### config.mk
export PLATFORM = sky130hd
export DESIGN_NAME = alu_seq
export DESIGN_NICKNAME = d
export VERILOG_FILES = /design/src/rtl/alu_seq_pkg.sv /design/src/rtl/alu_seq_mul.sv /design/src/rtl/alu_seq.sv
export SDC_FILE = /design/constraint.sdc
export NUM_CORES = 1
export LEC_CHECK = 0
export CORE_AREA = 2 2 77 72
export DETAILED_ROUTE_END_ITERATION = 16
export DIE_AREA = 0 0 79 74
export GPL_TIMING_DRIVEN = 0
export PLACE_DENSITY = 0.68
export SETUP_SLACK_MARGIN = 0.4
export SLEW_MARGIN = 5
export SYNTH_ARGS = -nofsm -noshare
export SYNTH_HDL_FRONTEND = slang
export SYNTH_SLANG_ARGS = --single-unit
### constraint.sdc
create_clock -name clk -period 2.3 [get_ports clk]
set_clock_uncertainty 0.15 [all_clocks]
set_input_delay 0.23 -clock clk [delete_from_list [all_inputs] [get_ports clk]]
set_output_delay 0.23 -clock clk [all_outputs]
set_load 0.02 [all_outputs]
### src/rtl/alu_seq_pkg.sv
// Shared types for the sequential ALU: opcode encoding and control FSM states.
package alu_seq_pkg;

   typedef enum logic [2:0] {
      OP_AND = 3'b000,
      OP_OR  = 3'b001,
      OP_ADD = 3'b010,
      OP_SUB = 3'b011,
      OP_XOR = 3'b100,
      OP_SHL = 3'b101,
      OP_SHR = 3'b110,
      OP_MUL = 3'b111
   } opcode_e;

   typedef enum logic [1:0] {
      IDLE = 2'd0,
      BUSY = 2'd1,
      HOLD = 2'd2
   } state_e;

endpackage

### src/rtl/alu_seq_mul.sv
// Iterative shift-add multiplier: bit 0 of b is folded in at start, then one
// further bit per cycle; done stays high once all WIDTH bits are consumed.
module alu_seq_mul #(
   parameter int WIDTH = 8
) (
   input  logic                 clk,
   input  logic                 reset,
   input  logic                 start,
   input  logic [WIDTH-1:0]     a,
   input  logic [WIDTH-1:0]     b,
   output logic                 done,
   output logic [2*WIDTH-1:0]   product
);

   localparam int CW = $clog2(WIDTH + 1);
   localparam logic [CW-1:0] LAST = CW'(WIDTH);

   logic [CW-1:0]      count;
   logic [2*WIDTH-1:0] acc;
   logic [2*WIDTH-1:0] mcand;
   logic [WIDTH-1:0]   mplier;

   // count==0 means never started; count==LAST means finished and parked
   always_ff @(posedge clk or posedge reset) begin
      if (reset) begin
         count  <= '0;
         acc    <= '0;
         mcand  <= '0;
         mplier <= '0;
      end else if (start) begin
         acc    <= b[0] ? {{WIDTH{1'b0}}, a} : '0;
         mcand  <= {{WIDTH{1'b0}}, a} << 1;
         mplier <= b >> 1;
         count  <= CW'(1);
      end else if (count != '0 && count != LAST) begin
         if (mplier[0])
            acc <= acc + mcand;
         mcand  <= mcand << 1;
         mplier <= mplier >> 1;
         count  <= count + CW'(1);
      end
   end

   assign done    = (count == LAST);
   assign product = acc;

endmodule

### src/rtl/alu_seq.sv
// Handshaked sequential ALU with a registered result and back-pressure.
// Define ALU_SEQ_MUL_EN to enable the iterative multiplier for opcode 111.
module alu_seq
   import alu_seq_pkg::*;
#(
   parameter int WIDTH = 8
) (
   input  logic             clk,
   input  logic             reset,
   input  logic             in_valid,
   output logic             in_ready,
   input  logic [2:0]       opcode,
   input  logic [WIDTH-1:0] a,
   input  logic [WIDTH-1:0] b,
   output logic             out_valid,
   input  logic             out_ready,
   output logic [WIDTH-1:0] out,
   output logic             carry,
   output logic             zero,
   output logic             illegal
);

   localparam int SW = $clog2(WIDTH);

   state_e           state, state_next;
   logic             accept;
   logic             go_busy;
   logic [WIDTH-1:0] res;
   logic             res_carry;
   logic             res_illegal;
   logic [WIDTH:0]   sum;
   logic [SW-1:0]    shamt;
   logic [WIDTH:0]   shl_ext;
   logic [WIDTH:0]   shr_ext;

   assign in_ready  = (state == IDLE) || (state == HOLD && out_ready);
   assign accept    = in_valid && in_ready;
   assign out_valid = (state == HOLD);

   // One guard bit on each side captures the last bit shifted out
   assign shamt   = b[SW-1:0];
   assign shl_ext = {1'b0, a} << shamt;
   assign shr_ext = {a, 1'b0} >> shamt;

`ifdef ALU_SEQ_MUL_EN
   logic                 mul_done;
   logic [2*WIDTH-1:0]   product;

   assign go_busy = (opcode == OP_MUL);

   alu_seq_mul #(.WIDTH(WIDTH)) u_mul (
      .clk     (clk),
      .reset   (reset),
      .start   (accept && go_busy),
      .a       (a),
      .b       (b),
      .done    (mul_done),
      .product (product)
   );
`else
   assign go_busy = 1'b0;
`endif

   always_comb begin
      res         = '0;
      res_carry   = 1'b0;
      res_illegal = 1'b0;
      sum         = '0;
      case (opcode_e'(opcode))
         OP_AND: res = a & b;
         OP_OR:  res = a | b;
         OP_XOR: res = a ^ b;
         OP_ADD: begin
            sum       = {1'b0, a} + {1'b0, b};
            res       = sum[WIDTH-1:0];
            res_carry = sum[WIDTH];
         end
         OP_SUB: begin
            sum       = {1'b0, a} + {1'b0, ~b} + (WIDTH+1)'(1);
            res       = sum[WIDTH-1:0];
            res_carry = sum[WIDTH];
         end
         OP_SHL: begin
            res       = shl_ext[WIDTH-1:0];
            res_carry = shl_ext[WIDTH];
         end
         OP_SHR: begin
            res       = shr_ext[WIDTH:1];
            res_carry = shr_ext[0];
         end
         OP_MUL: begin
`ifndef ALU_SEQ_MUL_EN
            res_illegal = 1'b1;
`endif
         end
      endcase
   end

   always_ff @(posedge clk or posedge reset) begin
      if (reset)
         state <= IDLE;
      else
         state <= state_next;
   end

   // A drain in HOLD may coincide with a new accept
   always_comb begin
      state_next = state;
      case (state)
         IDLE: if (accept) state_next = go_busy ? BUSY : HOLD;
`ifdef ALU_SEQ_MUL_EN
         BUSY: if (mul_done) state_next = HOLD;
`endif
         HOLD: begin
            if (out_ready)
               state_next = accept ? (go_busy ? BUSY : HOLD) : IDLE;
         end
         default: state_next = IDLE;
      endcase
   end

   always_ff @(posedge clk or posedge reset) begin
      if (reset) begin
         out     <= '0;
         carry   <= 1'b0;
         zero    <= 1'b0;
         illegal <= 1'b0;
      end else if (accept && !go_busy) begin
         out     <= res;
         carry   <= res_carry;
         zero    <= (res == '0);
         illegal <= res_illegal;
      end
`ifdef ALU_SEQ_MUL_EN
      else if (state == BUSY && mul_done) begin
         out     <= product[WIDTH-1:0];
         carry   <= |product[2*WIDTH-1:WIDTH];
         zero    <= (product[WIDTH-1:0] == '0);
         illegal <= 1'b0;
      end
`endif
   end

endmodule

==> impl_metrics.toml <==
[grt]
track_usage_pct = 27.32
grt_pass1_wl_um = 12550
grt_max_degree = 13
grt_pass1_vias = 2390
antenna_found_initial = 0
grt_overflow = 0

[synthesis]
synth_edf_count = 0
synth_seq_cells = 12
seq_area_frac_synth_pct = 13.45
netlist_instances = 286
yosys-top-cells-area = "ha_1 (15%), dfrtp_1 (13%), nand2_1 (5.0%), o21ai_0 (4.3%), mux2i_1 (4.0%)"
yosysWarnings = 0
synthFlopType = "dfrtp_1"
synth.cell_area_mm2 = 0.002233
synth_fp_nets = 338
synth_top_cell_area_share_pct = 15.13
synth_cell_types = 65
synth-async-reset-ratio_pct = 100.0
synth_top_cell_by_area = "ha_1"
synth.avg_cell_area_um2 = 7.809

[timing]
rsz0062_at_grt = "true"
fmax_ghz = 0.4339
finalCritPeriodShare_pct = 100.2
slew_viol_final = 0
fin_crit_ns = 2.305
setup_viol = 2
fin_ws_ns = -0.004915
slew_headroom_pct = 58.85
hold_viol_final = 0
max_slew.worst_pin.slew_ns = 0.6140

[finish]
synthToLayoutAreaGrowth_pct = 46.55
final_layout_size_suffix_gt1_share_pct = 30.57
antenna_cells = 0
final_util_pct = 64.59
layout_commonest_cell = "nand2_1"
layout_common_cells = "nand2_1 (30), ha_1 (20), buf_4 (19)"
stdcell_count = 417
nets = 404

[clock_tree]
cts_sinks = 12
insertion_delay_ns = 0.23
cts_hold_buf = 0
htreeDepth = 1
cts-buffers-inserted = 3
cts_tree = "yes"
clkTransAtPathRegs_ns = 0.05
clk_path_buf_depth = 2
cts_root_buffer = "clkbuf_8"

[worst_hold_path]
hp-class = "in -> async"

[setup_path]
cp-startpoint = "a[0]"
endpoint_kind = "flop"
reg2reg_depth = 7
crit_chain = "buf_8 -> inv_4 -> ha_4 -> inv_2 -> fa_2 -> mux2i_1 -> xnor2_1 -> a22oi_2 -> nand3_2 -> buf_6 -> buf_6 -> buf_6 -> buf_6 -> buf_6 -> a22o_4"
critPathRequiredTime_ns = 2.27
crit_buf_inv = 8
cp_top_family = "buffers and inverters"
path_max_fanout = 3
path_depth = 15
critPathMaxStageDelay_ns = 0.35
crit_top_cell = "buf_6"
reg2reg_from = "state[1]"
arrival_ns = 2.28
crit_slowest_cell = "fa_2"
r2r_end = "zero"
path_class = "in -> reg"
start_kind = "input pin"
cp-endpoint = "out[2]"
reg2reg_slack_ns = 0.27

[place]
port_buffers = 35
post-place-cells = 388
post-place-ws_ns = -1.100
routabilityCongestion = 0.9697
dp_hpwl_um = 5303

[route]
vias_per_cell = 5.988
first_iter_violations = 226
wl_per_cell_um = 18.25
ant_nets = 0
drtPass1Iterations = 5
totalWireLength_um = 7610
post-route-drc-count = 0
vias = 2497

[power_and_ir_drop]
pwr-share-comb_pct = 63.4
p_sw_uw = 483.8
leakage_nw = 1.454
finalPower_mw = 1.220
power_density_mw_per_mm2 = 372.6
seqPwrFrac_pct = 21.5
p_int_uw = 735.9
p_clk_share_pct = 15.1
switching_share_pct = 39.67
ir_worst_vdd_mv = 0.2882

[flow_run]
maxCapViolCount = 0

[floorplanning]
die_x_um = 79
rows = 25
num_io_pins = 36
coreArea_mm2 = 0.005067
die_area_mm2 = 0.005846
initial_core_util_pct = 44.07
die_h_um = 74

[status]
violations = "setup timing"
outcome = "complete, but fails checks"
## registers in the layout, summed over array words and instances (netlist names)
register and count:
zero 1, out 8, illegal 1, state 1, carry 1
## kinds of logic (layout without fill, tap and decap cells)
logic type	Yosys count	count (layout)	synth area share, %
AOI/OAI and AO/OA	99	99	31.82
xor gates and xnor gates	3	3	1.177
adders and majority gates	29	29	16.92
buffers and inverters	38	102	7.507
DFF	12	12	13.45
muxes	15	15	8.740
and+or+nand+nor	90	90	20.39
## layout make-up
cell class,count,area (um^2)
buffer,14,126.4
sequential,12,300.3
inverter,24,113.9
multi-input combinational,236,2029
tap,67,83.83
timing repair buffer,61,578.1
clock buffer,3,41.29
fill,469,1794
## power by group through the flow
stage | clock [mW] | combinational [mW] | sequential [mW]
2_1_floorplan | 0 | 0.335 | 0.304
3_3_place_gp | 0 | 0.590 | 0.263
3_5_place_dp | 0 | 0.597 | 0.264
4_1_cts | 0.190 | 0.739 | 0.261
5_1_grt | 0.199 | 0.831 | 0.267
6_report | 0.184 | 0.773 | 0.262
## metal layers
metal	part of all wire, %	GRT usage [%]
met4	1.7	4.406
met3	7.1	2.913
met1	45	39.28
met2	47	45.57
met5	0	0
## how the worst min path moves through the flow
stage | slack (ns) | startpoint | cells after the start | to
2_1_floorplan | -0.06 | reset | 1 | carry
3_3_place_gp | 0.31 | out[4] | 2 | out[4]
3_5_place_dp | 0.31 | out[4] | 2 | out[4]
4_1_cts | 0.17 | reset | 2 | out[4]
5_1_grt | 0.23 | reset | 2 | out[1]
6_report | 0.15 | reset | 2 | state[1]
## through the flow
| step | hold slack, ns | cell area (um^2) | TNS [ns] |
|---|---|---|---|
| 3_5_place_dp | 0.3113 | 2755 | -6.358 |
| 2_1_floorplan | -0.05530 | 2321 | 0 |
| 6_report | 0.1532 | 3273 | -0.006368 |
| 4_1_cts | 0.1706 | 3228 | -0.05714 |
| 5_1_grt | 0.2255 | 3273 | -0.1751 |
| 3_3_place_gp | 0.3125 | 2755 | -6.111 |
## synth_stat cells (all sizes together) (6+ instances only)
master,instances
buf,9
nor2,14
a21oi,13
nand3,6
nand2b,11
dfrtp,12
inv,24
nor2b,6
a21o,9
mux2i,9
o21ai,22
ha,27
nand2,30
## what timing repair did
item                       in CTS  in global routing
cloned                          1                  0
resized for setup             132                 12
hold endpoints to repair        0                  0
pin swaps                      30                 17
setup endpoints to repair      11                 10
setup buffers                  24                  1
(Power assumes the default switching activity.)
